### config.mk
export PLATFORM = sky130hd
export DESIGN_NAME = vec_scalar_mac_flat
export DESIGN_NICKNAME = d
export VERILOG_FILES = /design/src/rtl/vec_scalar_mac_if.sv /design/src/rtl/vec_scalar_mac.sv /design/src/flat_wrapper.sv
export SDC_FILE = /design/constraint.sdc
export NUM_CORES = 2
export LEC_CHECK = 0
export ABC_AREA = 1
export CELL_PAD_IN_SITES_DETAIL_PLACEMENT = 1
export CELL_PAD_IN_SITES_GLOBAL_PLACEMENT = 2
export CORE_UTILIZATION = 41
export DETAILED_ROUTE_END_ITERATION = 10
export DONT_BUFFER_PORTS = 1
export PLACE_DENSITY = 0.95
export SYNTH_ARGS = -nofsm -noshare
export SYNTH_HDL_FRONTEND = slang
export SYNTH_SLANG_ARGS = --single-unit
### constraint.sdc
create_clock -name clk -period 18.54 [get_ports clk]
set_clock_uncertainty 0.1 [all_clocks]
set_input_delay 3.708 -clock clk [delete_from_list [all_inputs] [get_ports clk]]
set_output_delay 3.708 -clock clk [all_outputs]
set_load 0.02 [all_outputs]
### src/rtl/vec_scalar_mac_if.sv
// Handshake and data bundle between the MVM controller (master) and the
// vector-scalar MAC engine (slave).
interface vec_scalar_mac_if #(
  parameter int SIZE          = 6,
  parameter int WIDTH         = 8,
  parameter int ACCUMULATIONS = 3
);
  localparam int ACC_RAW   = 2*WIDTH + $clog2(ACCUMULATIONS);
  localparam int ACC_WIDTH = (ACC_RAW < 2*WIDTH+1) ? 2*WIDTH+1 : ACC_RAW;

  logic                      start;
  logic                      in_valid;
  logic                      in_ready;
  logic [SIZE*WIDTH-1:0]     a;
  logic [WIDTH-1:0]          b;
  logic [SIZE*ACC_WIDTH-1:0] out;
  logic                      done;

  modport master (output start, in_valid, a, b, input in_ready, out, done);
  modport slave  (input start, in_valid, a, b, output in_ready, out, done);
endinterface

### src/rtl/vec_scalar_mac.sv
// Vector-scalar MAC: per accepted beat, SIZE signed products a[i]*b are
// registered, then summed into SIZE accumulators over ACCUMULATIONS beats.
//
// state | meaning
// IDLE  | waiting for start, no beats accepted
// ACCUM | accepting beats until the last one of the job
// DRAIN | last registered product being accumulated
// DONE  | done pulse, out final; start here chains the next job
module vec_scalar_mac #(
  parameter int SIZE          = 6,
  parameter int WIDTH         = 8,
  parameter int ACCUMULATIONS = 3
) (
  input  logic            clk,
  input  logic            reset,
  vec_scalar_mac_if.slave bus
);
  localparam int ACC_RAW   = 2*WIDTH + $clog2(ACCUMULATIONS);
  localparam int ACC_WIDTH = (ACC_RAW < 2*WIDTH+1) ? 2*WIDTH+1 : ACC_RAW;
  localparam int PROD_WIDTH = 2*WIDTH;
  localparam int CNT_WIDTH = (ACCUMULATIONS > 1) ? $clog2(ACCUMULATIONS) : 1;
  localparam logic [CNT_WIDTH-1:0] LAST_BEAT = CNT_WIDTH'(ACCUMULATIONS-1);

  typedef enum logic [1:0] {IDLE, ACCUM, DRAIN, DONE} state_t;

  state_t                       state, state_nxt;
  logic                         in_ready_c, done_c, clear_acc, accept;
  logic [CNT_WIDTH-1:0]         beat_cnt;
  logic                         p_valid;
  logic signed [PROD_WIDTH-1:0] a_ext [SIZE];
  logic signed [PROD_WIDTH-1:0] b_ext;
  logic signed [PROD_WIDTH-1:0] p     [SIZE];
  logic signed [ACC_WIDTH-1:0]  acc   [SIZE];
  logic [SIZE*ACC_WIDTH-1:0]    out_c;

  always_ff @(posedge clk or posedge reset) begin
    if (reset) state <= IDLE;
    else       state <= state_nxt;
  end

  always_comb begin
    state_nxt = state;
    case (state)
      IDLE:    if (bus.start) state_nxt = ACCUM;
      ACCUM:   if (accept && beat_cnt == LAST_BEAT) state_nxt = DRAIN;
      DRAIN:   state_nxt = DONE;
      DONE:    state_nxt = bus.start ? ACCUM : IDLE;
      default: state_nxt = IDLE;
    endcase
  end

  always_comb begin
    in_ready_c = (state == ACCUM);
    done_c     = (state == DONE);
    clear_acc  = bus.start && (state == IDLE || state == DONE);
  end

  assign accept       = bus.in_valid && in_ready_c;
  assign bus.in_ready = in_ready_c;
  assign bus.done     = done_c;

  always_ff @(posedge clk or posedge reset) begin
    if (reset)          beat_cnt <= '0;
    else if (clear_acc) beat_cnt <= '0;
    else if (accept)    beat_cnt <= beat_cnt + 1'b1;
  end

  // Operands widened first so the multiply is PROD_WIDTH x PROD_WIDTH; the
  // low PROD_WIDTH bits are the exact signed product.
  always_comb begin
    b_ext = {{(PROD_WIDTH-WIDTH){bus.b[WIDTH-1]}}, bus.b};
    for (int i = 0; i < SIZE; i++) begin
      a_ext[i] = {{(PROD_WIDTH-WIDTH){bus.a[i*WIDTH+WIDTH-1]}}, bus.a[i*WIDTH +: WIDTH]};
    end
  end

  always_ff @(posedge clk or posedge reset) begin
    if (reset) begin
      p_valid <= 1'b0;
      for (int i = 0; i < SIZE; i++) p[i] <= '0;
    end else begin
      p_valid <= accept;
      if (accept) begin
        for (int i = 0; i < SIZE; i++) p[i] <= a_ext[i] * b_ext;
      end
    end
  end

  // A clearing start can only occur in IDLE/DONE, where p_valid is already 0,
  // so clear never races a pending product.
  always_ff @(posedge clk or posedge reset) begin
    if (reset) begin
      for (int i = 0; i < SIZE; i++) acc[i] <= '0;
    end else if (clear_acc) begin
      for (int i = 0; i < SIZE; i++) acc[i] <= '0;
    end else if (p_valid) begin
      for (int i = 0; i < SIZE; i++)
        acc[i] <= acc[i] + {{(ACC_WIDTH-PROD_WIDTH){p[i][PROD_WIDTH-1]}}, p[i]};
    end
  end

  always_comb begin
    out_c = '0;
    for (int i = 0; i < SIZE; i++) out_c[i*ACC_WIDTH +: ACC_WIDTH] = acc[i];
  end

  assign bus.out = out_c;
endmodule

### src/flat_wrapper.sv
// flat-port wrapper written by rule: the top's interface ports become plain ports
module vec_scalar_mac_flat 
#(
  parameter int SIZE          = 6,
  parameter int WIDTH         = 8,
  parameter int ACCUMULATIONS = 3
)
  (clk, reset, bus_start, bus_in_valid, bus_a, bus_b, bus_in_ready, bus_out, bus_done);
  vec_scalar_mac_if #(.SIZE(SIZE), .WIDTH(WIDTH), .ACCUMULATIONS(ACCUMULATIONS)) bus_i ();
  input  logic clk;
  input  logic reset;
  input wire logic [$bits(bus_i.start)-1:0] bus_start;
  input wire logic [$bits(bus_i.in_valid)-1:0] bus_in_valid;
  input wire logic [$bits(bus_i.a)-1:0] bus_a;
  input wire logic [$bits(bus_i.b)-1:0] bus_b;
  output wire logic [$bits(bus_i.in_ready)-1:0] bus_in_ready;
  output wire logic [$bits(bus_i.out)-1:0] bus_out;
  output wire logic [$bits(bus_i.done)-1:0] bus_done;
  assign bus_i.start = bus_start;
  assign bus_i.in_valid = bus_in_valid;
  assign bus_i.a = bus_a;
  assign bus_i.b = bus_b;
  assign bus_in_ready = bus_i.in_ready;
  assign bus_out = bus_i.out;
  assign bus_done = bus_i.done;
  vec_scalar_mac #(.SIZE(SIZE), .WIDTH(WIDTH), .ACCUMULATIONS(ACCUMULATIONS)) u_core (.clk(clk), .reset(reset), .bus(bus_i));
endmodule
==> run_results.csv <==
group,metric,value,unit
critical_path,timing.rr.end,"u_core.p[79]$_DFFE_PP0P_",
clock_network,tritoncts,"yes",
pwr,p_leak,18.6,nW
timing,period_needed,7410,ps
clock_network,cts_hold_buf,0,
yosys,synth.area.top_cells,"sky130_fd_sc_hd__fa_1 23%, sky130_fd_sc_hd__dfrtp_1 18%, sky130_fd_sc_hd__nand2_1 17%",
yosys,synth-warning-count,0,
clock_network,cts.repair_timing.setup_buffer_count,0,
timing,grt_setup_unrepaired,"false",
placement,globalplace.congestion,0.855,
floorplanning,initial_utilization,0.415,
floorplanning,ios,170,
yosys,synth.cell_area,0.0297,mm²
detailed_routing,postRouteWirelength,88000,µm
worst_hold_path,worstHoldStart,"u_core.p[2]$_DFFE_PP0P_",
grt,grt_pass1_vias,27000,
yosys,sequential_share_of_the_synthesized_area,0.176,
critical_path,worst-r2r-cell-count,7,
yosys,post_synth.cell_area_avg,7.10,µm²
clock_network,cts_max_path_buffers,3,
timing,tightest_slew,873,ps
yosys,syn_inst,4174,
placement,dp_hpwl,70000,µm
yosys,netlist.top_cell.by_area,"sky130_fd_sc_hd__fa_1",
clock_network,tritoncts.num_buffers,27,
grt,grt_max_degree,91,
detailed_routing,detail_route.vias_per_cell,5.02,
detailed_routing,via_count,25400,
yosys,async_reset_ff_frac,1.00,
critical_path,timing_worst_setup_path_type,"in2reg",
yosys,cell_with_the_most_instances_after_synthesis,"sky130_fd_sc_hd__nand2_1",
clock_network,cts_htree_levels,1,
placement,place.port_buffers,0,
timing,final-max-slew-violation-count,0,
worst_hold_path,hold-path-cell-count,2,
worst_hold_path,hold_path_end,"u_core.p[2]$_DFFE_PP0P_",
layout,area_delta_synth_final,5.50,%
floorplanning,coreArea,0.0715,mm²
layout,insertedDiodeCount,0,
timing,period_share,0.400,
grt,antenna_found_initial,1,
critical_path,start_kind,"input pin",
floorplanning,fp.dieArea,0.0734,mm²
detailed_routing,drc_violation_count_after_routing,0,
clock_network,post_cts_sizing,0,
worst_hold_path,class_of_the_most_critical_hold_timing_path,"reg2reg",
detailed_routing,post_drt_wl_per_cell,17.4,µm
timing,timing.slew.headroom,0.418,
clock_network,path_clk_slew,70,ps
yosys,postSynthRegisterBits,209,
pwr,power,4.79,mW
layout,finalInstanceArea,0.0313,mm²
timing,setup_viol,0,
yosys,synth_top_cells_by_count,"1,315 x sky130_fd_sc_hd__nand2_1, 950 x sky130_fd_sc_hd__inv_1, 336 x sky130_fd_sc_hd__fa_1",
critical_path,timing.reg2reg.setup_slack,15210,ps
yosys,yosys_most_used_dff,"sky130_fd_sc_hd__dfrtp_1",
pwr,peakVddDrop,0.0896,mV
floorplanning,die_x,271,µm
floorplanning,chipHeight,271,µm
timing,fin_tns_setup,0,ps
yosys,number_of_flops_mapped_to_enable_cells_by_yosys,0,
critical_path,timing.critical_path.to_type,"flip-flop",
layout,layout.core_utilization,0.438,
detailed_routing,route.antenna.remaining_nets,0,
critical_path,worst-endpoint-arrival,7780,ps
yosys,mappedNetlistNets,4851,
timing,finalHoldViolCount,0,
clock_network,cts_sinks,209,
job,drv.max_cap_violation_count,0,
yosys,post_synth_cell_types,42,
detailed_routing,drtIter0Drc,1273,
clock_network,worst_skew_late_latency,570,ps
critical_path,worst_ep_required_time,18910,ps
placement,dpl-instance-area,0.0304,mm²
grt,groute.usage.overall,0.245,
layout,final-instance-count-excl-fill,5058,
critical_path,critical_path.max_fanout,32,
timing,max_freq,135,MHz
layout,total_nets_final,4765,
floorplanning,std_cell_rows,98,
detailed_routing,detailedRoute.firstPassIterationCount,5,
grt,grt_pass1_wl,145000,µm
clock_network,clock_tree.root_cell,"sky130_fd_sc_hd__clkbuf_16",
pwr,power_density_relative_to_cell_area,153,mW/mm²
layout,final_layout_size_suffix_gt1_frac,0.0265,
placement,numPlacedInstances,5009,
critical_path,timing.critical_path.from,"bus_b[7]",
status,outcome,"finished clean",
yosys,yosysTopAreaCellShare,0.227,
critical_path,critical_path.reg2reg.startpoint,"u_core.state[1]$_DFFE_PP0P_",
grt,globalRoute.totalOverflow,0,
-- sequential cells by signal, indices dropped and copies added (netlist names) --
register,count
u_core.p,96
u_core.state,2
u_core.p_valid,1
u_core.beat_cnt,2
u_core.bus.out,108
-- logic make-up after synthesis --
group,after synthesis,synth area share
buf+inv,1076,0.139
simple gates,1846,0.253
xor+xnor,66,0.0195
fa+ha+maj,617,0.345
flops,209,0.176
compound gates,360,0.0662
-- cell usage in the layout, fill, tap and decap left out, types with 10 or more instances in the layout --
master / count
sky130_fd_sc_hd__xor2_1: 26
sky130_fd_sc_hd__ha_1: 281
sky130_fd_sc_hd__nand3_1: 183
sky130_fd_sc_hd__nor2_1: 232
sky130_fd_sc_hd__a21oi_1: 142
sky130_fd_sc_hd__dfrtp_1: 209
sky130_fd_sc_hd__fa_1: 336
sky130_fd_sc_hd__nand2_2: 15
sky130_fd_sc_hd__nand4_1: 17
sky130_fd_sc_hd__a22o_1: 12
sky130_fd_sc_hd__nand3b_1: 35
sky130_fd_sc_hd__nand2_1: 1314
sky130_fd_sc_hd__xnor2_1: 40
sky130_fd_sc_hd__a31oi_1: 15
sky130_fd_sc_hd__clkbuf_16: 27
sky130_fd_sc_hd__inv_1: 949
sky130_fd_sc_hd__nor3_1: 10
sky130_fd_sc_hd__o21ai_1: 21
sky130_fd_sc_hd__and2_1: 11
sky130_fd_sc_hd__o21ai_0: 134
-- layout make-up --
class / count / area, µm²
timing repair buffer: 9 / 67.6
tap: 950 / 1190
inverter: 952 / 3580
fill: 9145 / 40200
clock inverter: 21 / 221
clock buffer: 28 / 689
multi-input combinational: 2889 / 20300
sequential: 209 / 5230
-- critical path: stages --
cell,delay (ps)
sky130_fd_sc_hd__inv_1,240
sky130_fd_sc_hd__buf_4,450
sky130_fd_sc_hd__nor2_1,120
sky130_fd_sc_hd__fa_1,540
sky130_fd_sc_hd__inv_1,50
sky130_fd_sc_hd__fa_1,470
sky130_fd_sc_hd__fa_1,510
sky130_fd_sc_hd__inv_1,50
sky130_fd_sc_hd__fa_1,440
sky130_fd_sc_hd__ha_1,360
sky130_fd_sc_hd__nand2_1,130
sky130_fd_sc_hd__inv_1,50
sky130_fd_sc_hd__a21oi_1,200
sky130_fd_sc_hd__nand2_1,80
sky130_fd_sc_hd__nor2_1,100
sky130_fd_sc_hd__nand3_1,80
sky130_fd_sc_hd__nand3_1,70
sky130_fd_sc_hd__nand2_1,60
-- report_power, final --
group          switching [mW]  internal [mW]
combinational            2.02           1.16
clock                   0.240          0.316
sequential              0.401          0.655
-- routing by layer --
metal / routed length, µm / share of wire / GRT usage / up-vias
met5: 3 / 0.000034 / 0 / -
met4: 1090 / 0.012 / 0.0372 / 2
met1: 42900 / 0.49 / 0.351 / 12600
met3: 4950 / 0.056 / 0.0429 / 68
met2: 39100 / 0.44 / 0.392 / 403
li1: - / - / - / 12300
-- per-stage QoR --
stage,hold slack (ps),setup slack [ps]
2_1_floorplan,353,9020
3_3_place_gp,371,10670
3_5_place_dp,377,10560
4_1_cts,393,11180
5_1_grt,427,10850
6_report,387,11130
-- how the worst max path moves through the flow --
stage          slack [ps]                        endpoint  depth (start not counted)
2_1_floorplan        9020  u_core.beat_cnt[0]$_DFFE_PP0P_                          1
3_3_place_gp        10670        u_core.p[31]$_DFFE_PP0P_                         20
3_5_place_dp        10560        u_core.p[31]$_DFFE_PP0P_                         18
4_1_cts             11180        u_core.p[31]$_DFFE_PP0P_                         20
5_1_grt             10850        u_core.p[13]$_DFFE_PP0P_                         19
6_report            11130        u_core.p[31]$_DFFE_PP0P_                         18
Note: power is estimated with default switching activity, not from simulation.
